==> src/rtl/pht_table.sv <==
`default_nettype none
// ============================================================================
// Module      : pht_table
// Description : Pattern history table of 2-bit saturating counters for the
//               two-bit dynamic branch predictor. Registered lookups, and a
//               two-stage read/write-back update loop through an external
//               registered counter FSM, with forwarding of the pending write.
// Revision    : 1.0 - initial release
// ============================================================================
module pht_table #(
    parameter int         PC_W        = 32,
    parameter int         IDX_W       = 6,
    parameter logic [1:0] RESET_STATE = 2'b01
) (
    input  logic            clk,
    input  logic            rst,
    // prediction lookup
    input  logic            lkp_valid,
    input  logic [PC_W-1:0] lkp_pc,
    output logic            pred_valid,
    output logic            pred_taken,
    output logic [1:0]      pred_state,
    // branch resolution
    input  logic            upd_valid,
    input  logic [PC_W-1:0] upd_pc,
    input  logic            upd_taken,
    // external two-bit update FSM
    output logic            fsm_actual,
    output logic [1:0]      fsm_read_state,
    input  logic [1:0]      fsm_next_state
);

    localparam int c_DEPTH = 1 << IDX_W;

    logic [1:0]       r_table [c_DEPTH];
    logic             r_wr_valid;
    logic [IDX_W-1:0] r_wr_idx;
    logic             r_pred_valid;
    logic [1:0]       r_pred_state;

    logic [IDX_W-1:0] w_upd_idx;
    logic [IDX_W-1:0] w_lkp_idx;
    logic             w_upd_fwd;
    logic             w_lkp_fwd;
    logic [1:0]       w_upd_cur;
    logic [1:0]       w_lkp_cur;

    // PCs are word aligned; the low two bits and everything above the index
    // are intentionally dropped, so distant branches alias onto one counter.
    assign w_upd_idx = upd_pc[IDX_W+1:2];
    assign w_lkp_idx = lkp_pc[IDX_W+1:2];

    logic w_unused_pc_bits;
    assign w_unused_pc_bits = ^{upd_pc[PC_W-1:IDX_W+2], upd_pc[1:0],
                                lkp_pc[PC_W-1:IDX_W+2], lkp_pc[1:0]};

    // The write pending from last cycle's update is not in the array yet, so
    // both read ports take the FSM output directly when they hit its index.
    always_comb begin
        w_upd_fwd = r_wr_valid && (r_wr_idx == w_upd_idx);
        w_lkp_fwd = r_wr_valid && (r_wr_idx == w_lkp_idx);
        w_upd_cur = w_upd_fwd ? fsm_next_state : r_table[w_upd_idx];
        w_lkp_cur = w_lkp_fwd ? fsm_next_state : r_table[w_lkp_idx];
    end

    // Drive the FSM inputs for the branch being resolved this cycle.
    always_comb begin
        fsm_actual     = 1'b0;
        fsm_read_state = 2'b00;
        if (upd_valid) begin
            fsm_actual     = upd_taken;
            fsm_read_state = w_upd_cur;
        end
    end

    // Counter array: reset to RESET_STATE, commit the FSM result one cycle
    // after the update was presented.
    always_ff @(posedge clk) begin
        if (rst) begin
            for (int i = 0; i < c_DEPTH; i++) begin
                r_table[i] <= RESET_STATE;
            end
        end else if (r_wr_valid) begin
            r_table[r_wr_idx] <= fsm_next_state;
        end
    end

    // Remember which entry the FSM is working on so it can be written back.
    always_ff @(posedge clk) begin
        if (rst) begin
            r_wr_valid <= 1'b0;
            r_wr_idx   <= '0;
        end else begin
            r_wr_valid <= upd_valid;
            if (upd_valid) begin
                r_wr_idx <= w_upd_idx;
            end
        end
    end

    // Registered prediction; the state holds while no lookup is requested.
    always_ff @(posedge clk) begin
        if (rst) begin
            r_pred_valid <= 1'b0;
            r_pred_state <= 2'b00;
        end else begin
            r_pred_valid <= lkp_valid;
            if (lkp_valid) begin
                r_pred_state <= w_lkp_cur;
            end
        end
    end

    assign pred_valid = r_pred_valid;
    assign pred_state = r_pred_state;
    assign pred_taken = r_pred_state[1];

endmodule
`default_nettype wire

==> config.mk <==
export PLATFORM = sky130hd
export DESIGN_NAME = pht_table
export DESIGN_NICKNAME = d
export VERILOG_FILES = /design/src/rtl/pht_table.sv
export SDC_FILE = /design/constraint.sdc
export NUM_CORES = 1
export LEC_CHECK = 0
export BUFFER_PORTS_ARGS = -buffer_cell sky130_fd_sc_hd__buf_2
export CORE_MARGIN = 5
export CORE_UTILIZATION = 45
export CTS_CLUSTER_DIAMETER = 50
export DETAILED_ROUTE_END_ITERATION = 8
export SLEW_MARGIN = 10
export SYNTH_ARGS = -nofsm -noshare
export SYNTH_HDL_FRONTEND = slang
export SYNTH_SLANG_ARGS = --single-unit
==> constraint.sdc <==
create_clock -name clk -period 5.55 [get_ports clk]
set_input_delay 0.2775 -clock clk [delete_from_list [all_inputs] [get_ports clk]]
set_output_delay 0.2775 -clock clk [all_outputs]
set_load 0.1 [all_outputs]
==> impl_metrics.json, run 1 <==
{
  "power.leakage_nw": 2.88,
  "cp_top_family": "buffers and inverters",
  "n_antenna_cell": 0,
  "cts_made_buffers": 17,
  "reg2reg_from": "r_wr_valid$_SDFF_PP0_",
  "grt_pass1_vias": 6035,
  "hold_buffers": 0,
  "die_area_sq_um": 21100,
  "synth_area_per_cell_sq_um": 11.8,
  "crit_end": "fsm_read_state[1]",
  "crit_path_start_kind": "input port",
  "synth_cell_type_count": 47,
  "hp-start": "upd_pc[6]",
  "drt-total-wl_mm": 23.3,
  "slew_viol_final": 0,
  "cp_max_fo": 33,
  "slew_headroom_pct": 18.8,
  "clkLatencyLatePin_ns": 0.43,
  "place.gp.congestion": 0.987,
  "layout-drive-gt1-share_pct": 16.4,
  "viasPerCell": 6.67,
  "cp-startpoint": "upd_pc[4]",
  "critPathSlowestCell": "buf_2",
  "finalInstanceArea_sq_um": 9030,
  "portBuffers": 25,
  "finalCriticalPeriod_ns": 3.45,
  "hold_ws_ns": 0.193,
  "nFillCells": 1558,
  "yosysTopAreaCell": "edfxtp_1",
  "fmax_ghz": 0.290,
  "cp_cell_sequence": "buf_2 > buf_4 > mux4_2 > o22ai_1 > nor4b_1 > nor4_1 > a211oi_1 > buf_2",
  "routedWlPerCell_microns": 25.7,
  "status": "finished, final reports clean",
  "drtAntennaViolNets": 0,
  "grt-ovfl-total": 0,
  "grt_max_degree": 76,
  "synthArstFlopShare_pct": 0,
  "synth-seq-cells": 138,
  "setup_violations": 0,
  "fp-row-count": 49,
  "skew_ns": 0.0127,
  "finalCritPeriodShare_pct": 62.2,
  "tightest_slew_ns": 1.22,
  "grt_pass1_wl_mm": 36.3,
  "crit_type": "input port to output port",
  "fp.dieH_microns": 145,
  "cts_tree": "done",
  "yosysTopAreaCellShare_pct": 46.6,
  "r2r-end": "r_table[43][0]$_SDFFCE_PN1P_",
  "ir_worst_vdd_uv": 204,
  "syn2layout_area_growth_pct": 9.45,
  "drt_iter0_drc": 652,
  "remaining_drc_errors": 0,
  "dr.pass1.iters": 5,
  "timing.final.hold_violations": 0,
  "cp.depth": 8,
  "htreeDepth": 4,
  "p_per_area_nw_per_um2": 312,
  "coreArea_sq_um": 18000,
  "nNetsFinal": 735,
  "synth_cells": 699,
  "clock-sinks": 138,
  "tns_ns": 0,
  "cts_buffer_depth": 2,
  "critPathBufInv": 3,
  "cp.required_ns": 5.27,
  "cp-end-kind": "output port",
  "postCtsSetupBuffers": 0,
  "antenna_found_initial": 0,
  "dp_hpwl_mm": 15.3,
  "cp.arrival_ns": 3.17,
  "fin_util_pct": 50.1,
  "cpMostUsedCell": "buf_2",
  "reg2reg_depth": 4,
  "place_area_sq_um": 8330,
  "rrSetupSlack_ns": 2.95,
  "yosys-top-cells-area": "edfxtp_1 (47%), mux4_2 (11%), mux2i_1 (6.8%)",
  "ios": 78,
  "rsz0062_at_grt": "no",
  "synth_area_sq_um": 8250,
  "crit_path_max_incr_delay_ns": 0.66,
  "cts_resized": 0,
  "cts-root-buf": "clkbuf_16",
  "syn-num-nets": 770,
  "max_cap_viol_count": 0,
  "start_util_pct": 45.8,
  "ys_warn_count": 0,
  "ys.flop_type": "edfxtp_1",
  "num_vias": 6044,
  "min_path_type": "input port to flop",
  "synth_edf_count": 128,
  "clk_pin_slew_ns": 0.06,
  "die_w_microns": 145,
  "gr-usage-all-layers_pct": 22.2,
  "ys_seq_area_share_pct": 49.0
}
## where the power goes
part	internal [mW]	switching [mW]	leakage (nW)	total (mW)
Combinational	0.0955	0.192	1.36	0.288
Clock	0.911	0.441	0.336	1.35
Sequential	1.16	0.0220	1.19	1.18
## cell families after synthesis
group                  count (synthesis)  share of synthesized area [%]
flip-flops                           138                           49.0
AND/OR/NAND/NOR                      237                           15.5
AO/OA/AOI/OAI                        120                           10.8
buffers and inverters                 89                           4.72
XOR/XNOR                              12                           1.27
multiplexers                         103                           18.7
## registers in the layout (all words and copies together), names as in the netlist
signal	cells
pred_state	2
r_wr_valid	1
r_wr_idx	6
r_table	128
pred_valid	1
## per-stage QoR
step | worst slack [ns] | std cells | power (mW)
4_1_cts | 2.11 | 906 | 2.82
3_3_place_gp | 2.13 | 874 | 1.48
6_report | 2.10 | 906 | 2.82
5_1_grt | 1.93 | 906 | 2.89
2_1_floorplan | 1.66 | 699 | 1.41
3_5_place_dp | 2.12 | 874 | 1.48
## cells in the final DEF (no fill, tap or decap), types with 5 or more instances in the layout
master,netlist,layout
buf_2,8,25
a22oi_1,13,13
nor2_1,24,24
mux2_2,7,7
buf_4,6,5
o21bai_1,32,32
xnor2_1,9,9
a21oi_1,8,8
and2_1,7,7
edfxtp_1,128,128
mux4_2,40,40
a2111oi_0,5,5
nand3_1,8,8
nand2_1,25,25
a21o_1,33,33
bufinv_16,0,7
or3_1,65,65
clkbuf_16,0,17
dfxtp_1,10,10
mux2i_1,56,56
nor2b_1,13,13
a211oi_1,8,8
nor3_1,72,72
a22o_1,5,5
nand2b_1,6,6
## worst register-to-register path: stages (launching register included)
cell     delay (ns)
dfxtp_1        0.32
nor2b_1        0.41
nor2b_1        0.37
nand3_1        0.65
or3_1          0.60
## area by class of cell
type,instances,area (sq um),area share [%]
tap,229,287,3.17
clock buffer,20,457,5.06
timing repair buffer,30,163,1.80
multi-input combinational,472,3820,42.3
clock inverter,12,244,2.70
inverter,5,18.8,0.208
sequential,138,4040,44.8
## worst min path at each step
| stage | to | slack, ns | cells past startpoint |
|---|---|---|---|
| 2_1_floorplan | r_wr_idx[4]$_SDFFE_PP0P_ | 0.42 | 2 |
| 3_3_place_gp | r_wr_idx[4]$_SDFFE_PP0P_ | 0.58 | 3 |
| 3_5_place_dp | pred_valid$_SDFF_PP0_ | 0.60 | 3 |
| 4_1_cts | pred_valid$_SDFF_PP0_ | 0.16 | 3 |
| 5_1_grt | pred_valid$_SDFF_PP0_ | 0.19 | 3 |
| 6_report | r_wr_idx[4]$_SDFFE_PP0P_ | 0.19 | 3 |
## per-layer routing
metal	wire, microns	GRT usage [%]	vias to the layer above
li1	-	-	2639
met1	9730	30.0	3077
met2	11100	35.1	278
met3	1740	4.98	50
met4	739	8.77	0
met5	0	0	-
## synthesized netlist by cell type (all sizes together), types with 5 or more instances
| cell type | number |
|---|---|
| nor2 | 24 |
| mux4 | 40 |
| xnor2 | 9 |
| dfxtp | 10 |
| a22oi | 13 |
| edfxtp | 128 |
| a211oi | 8 |
| nand2 | 25 |
| inv | 5 |
| nor2b | 13 |
| a21o | 33 |
| a21oi | 8 |
| mux2 | 7 |
| nand2b | 6 |
| mux2i | 56 |
| or3 | 65 |
| nand3 | 8 |
| a2111oi | 6 |
| nor3 | 72 |
| o21bai | 32 |
| and2 | 7 |
| a22o | 5 |
| clkbuf | 65 |
| buf | 19 |
Note: power is estimated with default switching activity, not from simulation.
==> run 2, diff against run 1 <==
- clock period: 5.55 -> 3.5 ns (I/O delays scaled with it)
==> impl_metrics.json, run 2 (synthesized netlist as in run 1, its figures left out) <==
{
  "status": "finished, final reports clean",
  "portBuffers": 25,
  "fin_ws_ns": 0.421,
  "slew_headroom_pct": 17.5,
  "place_area_sq_um": 8390,
  "grt_pass1_wl_mm": 36.2,
  "holdPathStages": 3,
  "rrSetupSlack_ns": 0.98,
  "crit_path_max_incr_delay_ns": 0.66,
  "hp-start": "lkp_valid",
  "reg2reg_from": "r_wr_valid$_SDFF_PP0_",
  "nNetsFinal": 742,
  "cp_max_fo": 14,
  "finalCritPeriodShare_pct": 88.0,
  "die_w_microns": 145,
  "cts_buffer_depth": 2,
  "grt-ovfl-total": 0,
  "remaining_drc_errors": 0,
  "min_delay_worst_endpoint": "pred_valid$_SDFF_PP0_",
  "drt-total-wl_mm": 23.1,
  "max_cap_viol_count": 0,
  "cts-root-buf": "clkbuf_16",
  "cts_resized": 0,
  "r2r-end": "r_table[43][0]$_SDFFCE_PN1P_",
  "tns_ns": 0,
  "clkLatencyLatePin_ns": 0.43,
  "critPathBufInv": 1,
  "gr-usage-all-layers_pct": 22.1,
  "routedWlPerCell_microns": 25.3,
  "cp_cell_sequence": "xnor2_1 > nand4_1 > or4_1 > nand2_1 > a211oi_1 > a211oi_2 > buf_2",
  "ios": 78,
  "tightest_slew_ns": 1.24,
  "fp.dieH_microns": 145,
  "cp-end-kind": "output port",
  "crit_path_start_kind": "flop",
  "cp_top_family": "simple AND/OR/NAND/NOR gates",
  "die_area_sq_um": 21100,
  "power.leakage_nw": 2.88,
  "num_vias": 5964,
  "drtAntennaViolNets": 0,
  "p_per_area_nw_per_um2": 475,
  "clk_pin_slew_ns": 0.06,
  "slew_viol_final": 0,
  "n_antenna_cell": 0,
  "cts_made_buffers": 17,
  "dp_hpwl_mm": 15.6,
  "place.gp.congestion": 0.920,
  "syn2layout_area_growth_pct": 9.36,
  "rsz0062_at_grt": "no",
  "grt_pass1_vias": 6118,
  "drt_iter0_drc": 506,
  "nFillCells": 1609,
  "critPathSlowestCell": "dfxtp_1",
  "hold_ws_ns": 0.0812,
  "viasPerCell": 6.54,
  "finalInstanceArea_sq_um": 9020,
  "pre_cts_ws_ns": 0.702,
  "finalCriticalPeriod_ns": 3.08,
  "cts_tree": "done",
  "ir_worst_vdd_uv": 258,
  "cp.required_ns": 3.32,
  "fmax_ghz": 0.325,
  "top_register": "r_table",
  "dr.pass1.iters": 5,
  "antenna_found_initial": 1,
  "hold_buffers": 0,
  "coreArea_sq_um": 18000,
  "grt_max_degree": 75,
  "setup_violations": 0,
  "htreeDepth": 4,
  "layout-drive-gt1-share_pct": 17.3,
  "crit_type": "flop to output port",
  "min_path_type": "input port to flop",
  "reg2reg_depth": 4,
  "timing.final.hold_violations": 0,
  "cp.arrival_ns": 2.90,
  "largest_register_ffs": 128,
  "postCtsSetupBuffers": 0,
  "clock-sinks": 138,
  "start_util_pct": 45.8,
  "final_common_cell": "edfxtp_1",
  "mostFrequentLayoutCells": "edfxtp_1 (128), nor3_1 (72), or3_1 (65), mux2i_1 (56), mux4_2 (40)",
  "fp-row-count": 49,
  "skew_ns": 0.00841
}
-- run 2: worst max path at each step --
stage                        startpoint                end  slack (ns)  depth (start not counted)
3_5_place_dp                  upd_pc[4]  fsm_read_state[0]        0.70                          8
6_report       r_wr_idx[3]$_SDFFE_PP0P_  fsm_read_state[0]        0.42                          7
5_1_grt        r_wr_idx[3]$_SDFFE_PP0P_  fsm_read_state[0]        0.31                          7
3_3_place_gp                  upd_pc[4]  fsm_read_state[0]        0.74                          8
4_1_cts        r_wr_idx[3]$_SDFFE_PP0P_  fsm_read_state[0]        0.46                          7
2_1_floorplan  r_wr_idx[2]$_SDFFE_PP0P_  fsm_read_state[0]        0.69                          6
-- run 2: area by class of cell --
| class | count | area (sq um) | share of cell area [%] |
|---|---|---|---|
| Sequential cell | 138 | 4040 | 44.8 |
| Multi-Input combinational cell | 472 | 3830 | 42.4 |
| Clock buffer | 18 | 429 | 4.76 |
| Tap cell | 229 | 287 | 3.18 |
| Timing Repair Buffer | 37 | 215 | 2.38 |
| Clock inverter | 13 | 201 | 2.23 |
| Inverter | 5 | 18.8 | 0.208 |
-- run 2: power breakdown --
group / total, mW / switching (mW) / internal (mW)
logic: 0.467 / 0.311 / 0.156
registers: 1.86 / 0.0305 / 1.83
clock network: 1.95 / 0.700 / 1.25
-- run 2: worst min-delay path, stage by stage --
cell,delay [ns]
buf_2,0.11
inv_1,0.08
nor2_1,0.10
-- run 2: per-stage QoR --
step                      util, %  power [mW]  std cells
after floorplan                 -        2.24        699
after global placement       46.6        2.35        881
after detailed placement     46.6        2.36        881
after CTS                    50.1        4.29        912
after global routing         50.1        4.41        912
final                        50.1        4.28        912
-- run 2: metal layers --
layer / global-route usage (%) / routed length, microns / vias to the layer above
li1: - / - / 2656
met1: 28.8 / 9560 / 2992
met2: 35.2 / 11000 / 264
met3: 6.29 / 1780 / 50
met4: 8.68 / 760 / 2
met5: 0 / 13 / -
